File: src/rtl/alu_result_stream.sv
// ============================================================================
// Module   : alu_result_stream
// Purpose  : Result capture FIFO for the ALU sweep. Entries are streamed out
//            tagged with the (function, operand) coordinates of their position.
// Revision : 1.0 - initial release
// ============================================================================
`default_nettype none

module alu_result_stream #(
  parameter int DEPTH        = 180,
  parameter int NUM_FUNC     = 18,
  parameter int OPS_PER_FUNC = 10
) (
  input  logic       clk,
  input  logic       reset,
  input  logic       clear,
  input  logic       wr_en,
  input  logic [7:0] wr_o,
  input  logic       wr_zr,
  input  logic       wr_ng,
  output logic       wr_full,
  output logic       overflow,
  output logic [7:0] count,
  output logic       rd_valid,
  input  logic       rd_ready,
  output logic [7:0] rd_o,
  output logic       rd_zr,
  output logic       rd_ng,
  output logic [4:0] rd_func,
  output logic [3:0] rd_opnd,
  output logic       rd_last
);

  localparam int               PTR_W       = $clog2(DEPTH);
  localparam logic [PTR_W-1:0] C_LAST_PTR  = PTR_W'(DEPTH - 1);
  localparam logic [7:0]       C_DEPTH     = 8'(DEPTH);
  localparam logic [4:0]       C_LAST_FUNC = 5'(NUM_FUNC - 1);
  localparam logic [3:0]       C_LAST_OPND = 4'(OPS_PER_FUNC - 1);

  logic [9:0]       r_mem [DEPTH];
  logic [PTR_W-1:0] r_wp;
  logic [PTR_W-1:0] r_rp;
  logic [7:0]       r_count;
  logic [4:0]       r_func;
  logic [3:0]       r_opnd;
  logic             r_ovf;

  logic             w_full;
  logic             w_valid;
  logic             w_accept;
  logic             w_pop;
  logic             w_drop;
  logic [9:0]       w_head;

  assign w_full   = (r_count == C_DEPTH);
  assign w_valid  = (r_count != 8'd0);
  assign w_accept = wr_en && !w_full && !clear;
  assign w_drop   = wr_en &&  w_full && !clear;
  assign w_pop    = w_valid && rd_ready && !clear;
  assign w_head   = r_mem[r_rp];

  // Storage carries no reset; only slots behind valid pointers are ever read.
  always_ff @(posedge clk) begin
    if (w_accept) begin
      r_mem[r_wp] <= {wr_zr, wr_ng, wr_o};
    end
  end

  always_ff @(posedge clk or negedge reset) begin
    if (!reset) begin
      r_wp    <= '0;
      r_rp    <= '0;
      r_count <= 8'd0;
      r_func  <= 5'd0;
      r_opnd  <= 4'd0;
      r_ovf   <= 1'b0;
    end else if (clear) begin
      r_wp    <= '0;
      r_rp    <= '0;
      r_count <= 8'd0;
      r_func  <= 5'd0;
      r_opnd  <= 4'd0;
      r_ovf   <= 1'b0;
    end else begin
      if (w_accept) begin
        r_wp <= (r_wp == C_LAST_PTR) ? '0 : r_wp + PTR_W'(1);
      end
      if (w_drop) begin
        r_ovf <= 1'b1;
      end
      if (w_pop) begin
        r_rp <= (r_rp == C_LAST_PTR) ? '0 : r_rp + PTR_W'(1);
        // Index walks operand-minor, wrapping to (0,0) after the last function.
        if (r_opnd == C_LAST_OPND) begin
          r_opnd <= 4'd0;
          r_func <= (r_func == C_LAST_FUNC) ? 5'd0 : r_func + 5'd1;
        end else begin
          r_opnd <= r_opnd + 4'd1;
        end
      end
      case ({w_accept, w_pop})
        2'b10:   r_count <= r_count + 8'd1;
        2'b01:   r_count <= r_count - 8'd1;
        default: r_count <= r_count;
      endcase
    end
  end

  assign wr_full  = w_full;
  assign overflow = r_ovf;
  assign count    = r_count;
  assign rd_valid = w_valid;
  assign rd_o     = w_valid ? w_head[7:0] : 8'd0;
  assign rd_ng    = w_valid ? w_head[8]   : 1'b0;
  assign rd_zr    = w_valid ? w_head[9]   : 1'b0;
  assign rd_func  = r_func;
  assign rd_opnd  = r_opnd;
  assign rd_last  = w_valid && (r_func == C_LAST_FUNC) && (r_opnd == C_LAST_OPND);

endmodule

`default_nettype wire

File: config.mk
export PLATFORM = sky130hd
export DESIGN_NAME = alu_result_stream
export DESIGN_NICKNAME = d
export VERILOG_FILES = /design/src/rtl/alu_result_stream.sv
export SDC_FILE = /design/constraint.sdc
export NUM_CORES = 2
export LEC_CHECK = 0
export CORE_ASPECT_RATIO = 1.5
export CORE_MARGIN = 3
export CORE_UTILIZATION = 40
export CTS_CLUSTER_SIZE = 24
export DETAILED_ROUTE_END_ITERATION = 8
export GPL_ROUTABILITY_DRIVEN = 0
export GPL_TIMING_DRIVEN = 0
export PLACE_DENSITY = 0.6
export SYNTH_ARGS = -nofsm -noshare
export SYNTH_HDL_FRONTEND = slang
export SYNTH_SLANG_ARGS = --single-unit
File: constraint.sdc
create_clock -name clk -period 3.47 [get_ports clk]
set_input_delay 0.5205 -clock clk [delete_from_list [all_inputs] [get_ports clk]]
set_output_delay 0.5205 -clock clk [all_outputs]
set_load 0.02 [all_outputs]
==> out/summary.txt <==
Critical path data arrival time - 4000 ps
FP Rows - 189
PortBufs - 45
Largest net degree at the start of global routing - 117
Die W - 351 µm
Routed via count - 33,700
Detailed-router iteration count before antenna repair - 7
Synth top area cells - edfxtp_1 (76%), mux4_2 (17%), dfrtp_1 (1.2%)
Fin. Hold Viols - 0
Gate power share - 0.247
Layout cell share with drive strength beyond 1 - 0.370
Post-placement cell count - 5,493
Clock power frac - 0.321
Reg2Reg Capture Point - count[7]
Worst R2R Path Depth - 11
Final min period - 4520 ps
Met1 Use GR - 0.238
Syn-to-layout area delta - 18.0%
Failing checks - setup timing
Yosys top cell area share - 0.757
Hold path startpoint - wr_zr
GR Util met2 - 0.367
First-pass GRT wire length - 264,000 µm
Clock Path Buffers - 3
Final Non-Filler Cells - 5,854
Dominant synthesized flop cell - edfxtp_1
Seq cells post-synth - 1,834
Vias/cell - 5.76
Max-slew violation count - 0
CP Cell Sequence - buf_6, buf_12, buf_16, buf_12, buf_6, mux4_2, mux4_2, mux4_2, o211ai_1, nor2_2, buf_6
Netlist cell types - 52
Worst vdd rail ir drop - 559 µV
Critical path class - register to output port
Switch Pwr - 15.2 mW
I/O pin count - 46
Crit. End Element - output port
Detailed Place HPWL - 122,000 µm
Root buf cell - clkbuf_16
DRC viols - 0
Fmax - 221 MHz
RSZ-0062 raised after global routing - true
Die Area - 184,000 µm²
Startpoint Class - register
Synth Instances - 3,145
Worst hold-check path type - input pin to register
Final Power - 56.7 mW
Mapped Nets - 3,173
Worst slack at placement - -2390 ps
Fraction of registers with async set/reset - 0.0185
Max-Cap Viols - 0
Slowest CP cell - mux4_2
Top cells by count, synth - edfxtp_1 (1,800), mux4_2 (552), nor2_1 (218)
Sink of the worst hold path - r_mem[174][9]
All-Layer GR Usage - 0.205
Clock skew - 22.1 ps
Number of enable flip-flop cells after synthesis - 1,800
Cell area after synthesis - 71,400 µm²
Post-route cell area - 84,200 µm²
YS warnings - 0
Setup Total Neg Slack - -9340 ps
ANT nets after route - 0
Routed WL - 187,000 µm
Setup WS post-layout - -1050 ps
Count leader, synth - edfxtp_1
First DRT Iteration DRCs - 3,667
Wire length per cell - 32.0 µm
Leakage Power - 25.1 nW
Fin crit share - 1.30
Busiest grt layer - met2
CTS H-tree depth - 4
Pwr Density - 674 nW/µm²
Slew HR - 0.109
Max stage delay on crit path - 600 ps
Fin Hold WS - 167 ps
Switching Fraction - 0.268
Reg-to-reg setup timing slack - 110 ps
Run status - finished, violations left
Internal - 41.5 mW
Mean Syn Cell Area - 22.7 µm²
Gr ovfl total - 0
Core footprint - 177,000 µm²
Synth area leader - edfxtp_1
CTS Buf Count - 159
CP required - 2950 ps
Cell Area, Placed - 75,000 µm²
Reg2Reg Launch Point - count[1]
FILL cells - 14,200
CTS clk-pin slew, worst paths - 60 ps
Crit Path Max Fanout - 6
Slew @ Worst Pin - 1340 ps
Final Setup Violations - 10
Clock latency on the worst-skew pair - 790 ps
Register area share after synthesis - 0.769
Initial antenna violation count - 2
Hold depth - 1
Initial Utilization - 0.403
Vias in the first global route - 34,800
Seq pwr share - 0.432
CTS sink count - 1,834
CTS tree - built
Final core occ - 0.476
Layout Nets - 3,457
Met3 Usage GRT - 0.0334
Die Y - 523 µm
## worst max-delay path, delay by kind of cell (launching register included)
family / cells / cell delay [ps]
AOI/OAI and AO/OA: 1 / 240
buffers and inverters: 6 / 830
DFF: 1 / 380
muxes: 3 / 1660
and+or+nand+nor: 1 / 80
## cell families (layout without fill, tap and decap cells)
group	Yosys count	after routing	share of synthesized area
xor gates and xnor gates	10	10	0.00123
buffers and inverters	195	610	0.0118
DFF	1834	1834	0.769
muxes	614	614	0.183
other	0	2	0
adders and majority gates	13	13	0.00228
AOI/OAI and AO/OA	121	121	0.0107
and+or+nand+nor	358	358	0.0215
## placed cells by master, fill, tap and decap left out, types with 13 or more instances in the layout
cell and instances:
edfxtp_1 1800, mux4_2 552, clkbuf_16 163, nor2_4 148, clkbuf_1 61, buf_4 52
nand2_1 49, nor2_1 48, buf_12 37, clkbuf_4 35, dfrtp_1 32, clkinv_1 31
buf_6 30, clkinv_2 30, buf_16 27, clkbuf_2 23, o21ai_0 23, clkdlybuf4s50_1 23
mux2i_4 22, nor2_2 22, bufinv_16 21, a21oi_1 20, mux2i_1 17, nand3_1 17
buf_8 15, mux2_4 13
## how the worst max path moves through the flow
stage               slack, ps  cells after the start     start            end
global placement        -3760                      1   wr_o[1]  r_mem[160][1]
global route            -1050                     12   r_rp[0]          rd_ng
finish                  -1050                     11   r_rp[0]          rd_ng
CTS                     -1040                     11   r_rp[0]          rd_ng
floorplan                 100                     11  count[1]       count[7]
detailed placement      -2390                     10   r_rp[1]        rd_o[7]
## state kept, by name, summed over array words and instances (netlist names)
name      flops
count         8
rd_opnd       4
overflow      1
r_wp          8
r_rp          8
rd_func       5
r_mem      1800
## what timing repair did
action | in CTS | in global routing
hold buffers | 1 | 0
cloned | 5 | 1
gates resized for setup | 780 | 109
buffers inserted | 41 | 23
setup endpoints to repair | 1620 | 674
hold endpoints to repair | 34 | 0
pin swaps | 24 | 18
## layout make-up
class	instances	area (µm²)	area share
Inverter	13	48.8	0.000579
Buffer	179	1830	0.0217
Tap cell	2292	2870	0.0340
Antenna cell	2	5.00	0.0000594
Clock inverter	101	1130	0.0134
Clock buffer	191	4140	0.0492
Multi-Input combinational cell	1116	17600	0.209
Sequential cell	1834	54900	0.652
Timing Repair Buffer	126	1670	0.0198
## metal layers
layer  part of all wire  up-vias
met2               0.54     1290
met4              0.056        0
met5                  0        -
met3              0.054      329
met1               0.35    18200
li1                   -    13900
## power by group through the flow
stage	clock (mW)	sequential (mW)	combinational (mW)
4_1_cts	18.5	24.5	13.7
2_1_floorplan	0	25.0	7.05
6_report	18.2	24.5	14.0
3_5_place_dp	0	24.9	11.5
3_3_place_gp	0	25.1	11.4
5_1_grt	19.3	24.5	14.5
No activity file was read; power rests on OpenSTA's default activity.
